`config.mk`:
```
export PLATFORM = sky130hd
export DESIGN_NAME = wall_scroller_flat
export DESIGN_NICKNAME = d
export VERILOG_FILES = /design/src/rtl/wall_scroller_if.sv /design/src/rtl/wall_scroller.sv /design/src/flat_wrapper.sv
export SDC_FILE = /design/constraint.sdc
export NUM_CORES = 1
export LEC_CHECK = 0
export CORE_MARGIN = 2
export CORE_UTILIZATION = 50
export CTS_BUF_LIST = sky130_fd_sc_hd__clkbuf_4 sky130_fd_sc_hd__clkbuf_8
export CTS_CLUSTER_DIAMETER = 80
export DETAILED_ROUTE_END_ITERATION = 10
export PLACE_DENSITY = 0.78
export SYNTH_ARGS = -nofsm -noshare
export SYNTH_HDL_FRONTEND = slang
export SYNTH_SLANG_ARGS = --single-unit
```
`constraint.sdc`:
```
create_clock -name clk -period 2.9 [get_ports clk]
set_clock_uncertainty 0.05 [all_clocks]
set_input_delay 0.435 -clock clk [delete_from_list [all_inputs] [get_ports clk]]
set_output_delay 0.435 -clock clk [all_outputs]
set_load 0.05 [all_outputs]
```
`src/rtl/wall_scroller_if.sv`:
```
// Control/status bundle between the game FSM (master) and the wall engine (slave).
interface wall_scroller_if #(
  parameter int unsigned NUM_WALLS = 2,
  parameter int unsigned X_W       = 8,
  parameter int unsigned Y_W       = 7
) ();

  logic                     start;
  logic                     pause;
  logic                     advance;
  logic [NUM_WALLS*X_W-1:0] x_out;
  logic [NUM_WALLS*Y_W-1:0] hole_y_out;
  logic [NUM_WALLS-1:0]     active;
  logic                     tick;
  logic                     pass_pulse;
  logic [7:0]               score;
  logic                     running;

  modport master (
    output start, pause, advance,
    input  x_out, hole_y_out, active, tick, pass_pulse, score, running
  );

  modport slave (
    input  start, pause, advance,
    output x_out, hole_y_out, active, tick, pass_pulse, score, running
  );

endinterface

```
`src/rtl/wall_scroller.sv`:
```
// Multi-wall obstacle engine: scrolls walls left on a divided tick, respawns them with a
// pseudo-random hole and scores bird-column crossings. Optional macro: WALL_SPEEDUP_EN.
module wall_scroller #(
  parameter int unsigned NUM_WALLS    = 2,
  parameter int unsigned X_W          = 8,
  parameter int unsigned Y_W          = 7,
  parameter int unsigned SCREEN_W     = 160,
  parameter int unsigned WALL_SPEED   = 4,
  parameter int unsigned TICK_DIV     = 128,
  parameter int unsigned HOLE_MIN     = 8,
  parameter int unsigned HOLE_RANGE   = 64,
  parameter int unsigned WALL_SPACING = 80,
  parameter int unsigned BIRD_X       = 40
) (
  input  logic           clk,
  input  logic           reset,
  wall_scroller_if.slave bus
);

  localparam int unsigned CntW = $clog2(TICK_DIV);
  localparam int unsigned IdxW = (NUM_WALLS > 1) ? $clog2(NUM_WALLS) : 1;

  localparam logic [X_W-1:0]  ScreenX  = X_W'(SCREEN_W);
  localparam logic [X_W-1:0]  BirdX    = X_W'(BIRD_X);
  localparam logic [Y_W-1:0]  HoleBase = Y_W'(HOLE_MIN);
  localparam logic [Y_W-1:0]  HoleMask = Y_W'(HOLE_RANGE - 1);
  localparam logic [CntW-1:0] CntLast  = CntW'(TICK_DIV - 1);
  localparam logic [IdxW-1:0] IdxLast  = IdxW'(NUM_WALLS - 1);

  typedef enum logic [1:0] {StIdle, StSpawn, StRun, StPaused} state_e;

  state_e              state_q, state_d;
  logic [CntW-1:0]     cnt_q, cnt_d;
  logic [IdxW-1:0]     idx_q, idx_d;
  logic [X_W-1:0]      x_q [NUM_WALLS];
  logic [X_W-1:0]      x_d [NUM_WALLS];
  logic [Y_W-1:0]      hole_q [NUM_WALLS];
  logic [Y_W-1:0]      hole_d [NUM_WALLS];
  logic [NUM_WALLS-1:0] active_q, active_d;
  logic [7:0]          score_q, score_d;
  logic                tick_q, tick_d;
  logic                pass_q, pass_d;
  logic [15:0]         lfsr_q, lfsr_d;

  logic                do_update;
  logic [X_W-1:0]      speed;
  logic [X_W-1:0]      x_step;
  logic [2:0]          n_pass;
  logic [8:0]          score_sum;
  logic [Y_W-1:0]      hole_sample;

  // Galois form of x^16+x^14+x^13+x^11+1; free-runs in every state.
  assign lfsr_d      = {1'b0, lfsr_q[15:1]} ^ (lfsr_q[0] ? 16'hB400 : 16'h0000);
  assign hole_sample = HoleBase + (lfsr_q[Y_W-1:0] & HoleMask);

`ifdef WALL_SPEEDUP_EN
  logic [8:0] speed_raw;

  always_comb begin
    speed_raw = 9'(WALL_SPEED) + {4'd0, score_q[7:3]};
    speed     = (speed_raw > 9'd15) ? X_W'(15) : X_W'(speed_raw);
  end
`else
  assign speed = X_W'(WALL_SPEED);
`endif

  always_comb begin
    state_d   = state_q;
    cnt_d     = cnt_q;
    idx_d     = idx_q;
    x_d       = x_q;
    hole_d    = hole_q;
    active_d  = active_q;
    score_d   = score_q;
    tick_d    = 1'b0;
    pass_d    = 1'b0;
    do_update = 1'b0;

    if (bus.start) begin
      state_d  = StSpawn;
      cnt_d    = '0;
      idx_d    = '0;
      active_d = '0;
      score_d  = '0;
    end else begin
      unique case (state_q)
        StIdle: begin
        end
        StSpawn: begin
          for (int unsigned w = 0; w < NUM_WALLS; w++) begin
            if (idx_q == IdxW'(w)) begin
              x_d[w]      = X_W'(SCREEN_W + w * WALL_SPACING);
              hole_d[w]   = hole_sample;
              active_d[w] = 1'b1;
            end
          end
          if (idx_q == IdxLast) begin
            state_d = StRun;
          end else begin
            idx_d = idx_q + IdxW'(1);
          end
        end
        StRun: begin
          // Pause wins over counting so a frozen run never sneaks in one more step.
          if (bus.pause) begin
            state_d = StPaused;
          end else if (bus.advance) begin
            if (cnt_q == CntLast) begin
              cnt_d     = '0;
              do_update = 1'b1;
            end else begin
              cnt_d = cnt_q + CntW'(1);
            end
          end
        end
        StPaused: begin
          if (!bus.pause) begin
            state_d = StRun;
          end
        end
        default: state_d = StIdle;
      endcase
    end

    n_pass    = '0;
    x_step    = '0;
    score_sum = '0;
    if (do_update) begin
      tick_d = 1'b1;
      for (int unsigned w = 0; w < NUM_WALLS; w++) begin
        if (x_q[w] > speed) begin
          x_step = x_q[w] - speed;
          x_d[w] = x_step;
          if ((x_q[w] >= BirdX) && (x_step < BirdX)) begin
            n_pass = n_pass + 3'd1;
          end
        end else begin
          // A respawning wall never counts as a pass.
          x_d[w]    = ScreenX;
          hole_d[w] = hole_sample;
        end
      end
      pass_d    = (n_pass != 3'd0);
      score_sum = {1'b0, score_q} + {6'd0, n_pass};
      score_d   = score_sum[8] ? 8'hFF : score_sum[7:0];
    end
  end

  always_ff @(posedge clk or posedge reset) begin
    if (reset) begin
      state_q  <= StIdle;
      cnt_q    <= '0;
      idx_q    <= '0;
      x_q      <= '{default: '0};
      hole_q   <= '{default: '0};
      active_q <= '0;
      score_q  <= '0;
      tick_q   <= 1'b0;
      pass_q   <= 1'b0;
      lfsr_q   <= 16'hACE1;
    end else begin
      state_q  <= state_d;
      cnt_q    <= cnt_d;
      idx_q    <= idx_d;
      x_q      <= x_d;
      hole_q   <= hole_d;
      active_q <= active_d;
      score_q  <= score_d;
      tick_q   <= tick_d;
      pass_q   <= pass_d;
      lfsr_q   <= lfsr_d;
    end
  end

  logic [NUM_WALLS*X_W-1:0] x_packed;
  logic [NUM_WALLS*Y_W-1:0] hole_packed;

  always_comb begin
    x_packed    = '0;
    hole_packed = '0;
    for (int unsigned w = 0; w < NUM_WALLS; w++) begin
      x_packed[w*X_W +: X_W]    = x_q[w];
      hole_packed[w*Y_W +: Y_W] = hole_q[w];
    end
  end

  assign bus.x_out      = x_packed;
  assign bus.hole_y_out = hole_packed;
  assign bus.active     = active_q;
  assign bus.tick       = tick_q;
  assign bus.pass_pulse = pass_q;
  assign bus.score      = score_q;
  assign bus.running    = (state_q == StRun) || (state_q == StPaused);

endmodule
```
`src/flat_wrapper.sv`:
```
// flat-port wrapper written by rule: the top's interface ports become plain ports
module wall_scroller_flat 
#(
  parameter int unsigned NUM_WALLS    = 2,
  parameter int unsigned X_W          = 8,
  parameter int unsigned Y_W          = 7,
  parameter int unsigned SCREEN_W     = 160,
  parameter int unsigned WALL_SPEED   = 4,
  parameter int unsigned TICK_DIV     = 128,
  parameter int unsigned HOLE_MIN     = 8,
  parameter int unsigned HOLE_RANGE   = 64,
  parameter int unsigned WALL_SPACING = 80,
  parameter int unsigned BIRD_X       = 40
)
  (clk, reset, bus_start, bus_pause, bus_advance, bus_x_out, bus_hole_y_out, bus_active, bus_tick, bus_pass_pulse, bus_score, bus_running);
  wall_scroller_if #(.NUM_WALLS(NUM_WALLS), .X_W(X_W), .Y_W(Y_W)) bus_i ();
  input  logic clk;
  input  logic reset;
  input wire logic [$bits(bus_i.start)-1:0] bus_start;
  input wire logic [$bits(bus_i.pause)-1:0] bus_pause;
  input wire logic [$bits(bus_i.advance)-1:0] bus_advance;
  output wire logic [$bits(bus_i.x_out)-1:0] bus_x_out;
  output wire logic [$bits(bus_i.hole_y_out)-1:0] bus_hole_y_out;
  output wire logic [$bits(bus_i.active)-1:0] bus_active;
  output wire logic [$bits(bus_i.tick)-1:0] bus_tick;
  output wire logic [$bits(bus_i.pass_pulse)-1:0] bus_pass_pulse;
  output wire logic [$bits(bus_i.score)-1:0] bus_score;
  output wire logic [$bits(bus_i.running)-1:0] bus_running;
  assign bus_i.start = bus_start;
  assign bus_i.pause = bus_pause;
  assign bus_i.advance = bus_advance;
  assign bus_x_out = bus_i.x_out;
  assign bus_hole_y_out = bus_i.hole_y_out;
  assign bus_active = bus_i.active;
  assign bus_tick = bus_i.tick;
  assign bus_pass_pulse = bus_i.pass_pulse;
  assign bus_score = bus_i.score;
  assign bus_running = bus_i.running;
  wall_scroller #(.NUM_WALLS(NUM_WALLS), .X_W(X_W), .Y_W(Y_W), .SCREEN_W(SCREEN_W), .WALL_SPEED(WALL_SPEED), .TICK_DIV(TICK_DIV), .HOLE_MIN(HOLE_MIN), .HOLE_RANGE(HOLE_RANGE), .WALL_SPACING(WALL_SPACING), .BIRD_X(BIRD_X)) u_core (.clk(clk), .reset(reset), .bus(bus_i));
endmodule
```
==> out/results.tsv <==
stage	metric	value	unit
synthesis	area share of the largest cell type after synthesis	45.11	%
synthesis	syn avg cell area	10.98	um^2
pwr	Sequential Power Share	42.8	%
critical_path	Crit-path slowest cell	dfrtp_2	
floorplan	overall die area	6860	um^2
final_layout	Fillers	423	
global_route	grt ovf	0	
run	number of violations of the max-capacitance limit	0	
clocking	number of buffers inserted during clock tree synthesis	9	
global_route	pin count of the biggest net entering global routing	37	
synthesis	number of unique standard cell types used by synthesis	61	
placement	routability cong.	0.9021	
critical_path	beginning of the worst register-to-register path	u_core.bus.x_out[10]	
sta	Fin. Hold Viols	0	
global_route	wire length of the first global-routing pass	11450	um
clocking	clock insertion delay at the later pin of the skew report	0.33	ns
hold_path	class of the worst hold path	reg2reg	
placement	instance area after placement	3891	um^2
global_route	number of global-route vias before repair	2505	
synthesis	synthesized cell area	3107	um^2
synthesis	most area-consuming cells after synthesis	dfrtp_1, dfstp_2, ha_1, o21ai_0, nor2_1	
floorplan	height of the chip	82.83	um
sta	maximum frequency from static timing analysis	0.3211	GHz
routing	ANT nets after route	0	
floorplan	Die W	82.83	um
synthesis	register bit total from synthesis	64	
synthesis	post-synthesis sequential area ratio	51.87	%
synthesis	Synth Warn #	0	
floorplan	number of ports placed on the die boundary	48	
critical_path	cell seen most often among critical-path stages	nand2_2	
critical_path	Setup Crit Path Kind	reg2reg	
clocking	buffer levels on the longest clock path	2	
routing	Routed Wire Length	6786	um
critical_path	Setup crit start kind	register	
global_route	antenna violations before repair	0	
final_layout	final cell utilization of the core	71.01	%
routing	via density per instance	5.411	
routing	post-route DRC violation count	0	
pwr	P per Cell Area	545.6	nW/um^2
final_layout	share of post-route cells with drive strength above 1	29.60	%
critical_path	required time at the endpoint of the critical path	3.07	ns
floorplan	total number of placement rows	28	
pwr	cell internal power dissipation	1592	uW
hold_path	worst hold path startpoint	u_core.lfsr_q[8]	
placement	count of input and output buffers	43	
status	violated checks	negative setup slack	
synthesis	ys async rst share	100.0	%
sta	Max transition margin	56.76	%
sta	setup repair after global routing missed its margin	true	
synthesis	dominant synthesized flop cell	dfrtp_1	
critical_path	critical path fanouts, max	4	
synthesis	cell types with the highest counts after synthesis	dfrtp_1, nor2_1, o21ai_0	
clocking	Worst-path clk slew	0.07	ns
floorplan	core box area	5956	um^2
routing	Iteration-0 DRC Markers	104	
critical_path	number of buffer and inverter instances along the worst setup path	2	
final_layout	final non-filler cell area	4229	um^2
placement	Cells after DPL	429	
pwr	switching power	715.5	uW
sta	final clock period utilization by the worst path	107.4	%
synthesis	cell taking the most area after synthesis	dfrtp_1	
critical_path	Arrival @ worst endpoint	3.28	ns
sta	minimum clock period after layout	3.114	ns
sta	setup slack of the critical path after layout	-0.2144	ns
routing	Detailed Routing Iterations Pass 1	4	
critical_path	cell class contributing the biggest share of worst-path delay	adder cells	
clocking	TritonCTS clock tree	yes	
critical_path	crit end category	register	
final_layout	number of inserted diodes	0	
pwr	Clk network pwr share	33.9	%
synthesis	leading cell type by number of instances after synthesis	dfrtp_1	
sta	slew of the pin with the lowest slew margin	0.6476	ns
critical_path	crit-path max cell delay	0.43	ns
final_layout	Post-layout nets	390	
pwr	combinational share of power	23.3	%
sta	count of final max-slew check failures	0	
pwr	leakage component of the power	0.001942	uW
clocking	sink count of the clock tree	64	
placement	detailed placement HPWL	4795	um
critical_path	ordered list of cells on the worst path	inv_1 > ha_2 > nand2b_1 > buf_4 > a31oi_1 > nor3b_2 > ha_1 > mux2_4 > ha_4 > fa_2 > nand2_2 > nor2_2 > nand2_2 > o21ai_2 > a22o_1	
critical_path	launching instance or port of the critical path	u_core.bus.x_out[10]	
pwr	worst voltage drop across the vdd grid	0.3270	mV
synthesis	number of standard cells after synthesis	283	
final_layout	area growth from synthesis to final layout	36.13	%
synthesis	EDFF count, synth	0	
pwr	sw frac	31.01	%
final_layout	Final Non-Filler Cells	450	
floorplan	initial core utilization	52.16	%
global_route	overall global routing resource usage	20.67	%
routing	Wirelength per Cell	15.08	um
sta	number of failing setup endpoints in the final timing report	8	
routing	vias after detailed routing	2435	
status	status	finished with violations	
clocking	CTS HTree Levels	3	
clocking	master cell of the clock root buffer	clkbuf_8	
[path summary, 6_finish.rpt]
path                                         to  slack (ns)  depth (start not counted)
hold / removal                 u_core.lfsr_q[7]        0.30                          0
hold reg to reg                u_core.lfsr_q[7]        0.30                          0
setup / recovery            u_core.bus.score[3]       -0.21                         15
setup reg to reg            u_core.bus.score[3]       -0.21                         15
max in group asynchronous     u_core.lfsr_q[11]        1.67                          3
min in group asynchronous  u_core.bus.x_out[13]        0.45                          2
[cell usage in the layout (no fill, tap or decap), types with 4 or more instances in the layout]
cell type and instances:
nor3_1 5, o21ai_0 15, o21ai_1 6, nor2_1 23, inv_2 4, nand2_1 14, clkdlybuf4s50_1 43, o21a_1 4
mux2_1 6, mux2_2 6, dfrtp_2 6, nand3_1 6, a21oi_1 12, ha_1 10, clkbuf_8 11, buf_4 38
conb_1 4, inv_1 10, xor2_1 8, dfrtp_1 50, dfstp_2 8
[cells by family (layout without fill, tap and decap cells)]
kind of cell / Yosys count / after routing / share of synthesized area [%]
AOI/OAI and AO/OA: 69 / 69 / 14.70
xor gates and xnor gates: 11 / 11 / 3.101
adders and majority gates: 15 / 15 / 6.283
buffers and inverters: 25 / 114 / 4.027
DFF: 64 / 64 / 51.87
muxes: 15 / 15 / 5.356
other: 1 / 4 / 0.1207
and+or+nand+nor: 83 / 83 / 14.54
[state kept, by name, indices dropped and copies added (netlist names), 2 cells and up]
register	flops
u_core.state_q	2
u_core.bus.score	8
u_core.bus.x_out	12
u_core.lfsr_q	16
u_core.cnt_q	7
u_core.bus.hole_y_out	14
u_core.bus.active	2
[final cells by class]
| class | count | area [um^2] | area share (%) |
|---|---|---|---|
| Clock buffer | 13 | 166.4 | 3.935 |
| Clock inverter | 3 | 40.04 | 0.9467 |
| Inverter | 14 | 52.55 | 1.243 |
| Multi-Input combinational cell | 197 | 1499 | 35.44 |
| Sequential cell | 64 | 1619 | 38.28 |
| Tap cell | 75 | 93.84 | 2.219 |
| Timing Repair Buffer | 84 | 758.2 | 17.93 |
[metal layers]
metal | up-vias | track usage (%) | part of all wire, %
met5 | - | 0 | 0
met4 | 0 | 10.43 | 2.2
met3 | 14 | 4.374 | 4.3
met2 | 61 | 34.31 | 48
met1 | 1176 | 25.58 | 45
li1 | 1184 | - | -
[repair_timing]
item                                    4_1_cts  5_1_grt
setup buffers                                 3        2
endpoints found under the setup margin        8        8
hold buffers                                  0        0
resized for setup                             7       13
pin swaps                                     7        9
[stage by stage]
step	hold slack, ns	power (uW)	setup WS (ns)	setup TNS (ns)
detailed placement	0.2958	1516	-0.3132	-1.924
floorplan	0.2812	1355	-0.4078	-2.214
global placement	0.2888	1504	-0.2246	-1.210
global route	0.3065	2422	-0.3572	-2.507
CTS	0.3049	2306	-0.1766	-1.023
finish	0.3028	2307	-0.2144	-1.375
[power groups by stage]
stage / registers, uW / logic (uW) / clock network, uW
after detailed placement: 993 / 523 / 0
after global placement: 990 / 514 / 0
after CTS: 978 / 527 / 801
after floorplan: 1090 / 266 / 0
final: 987 / 538 / 782
after global routing: 994 / 581 / 846
No activity file was read; power rests on OpenSTA's default activity.
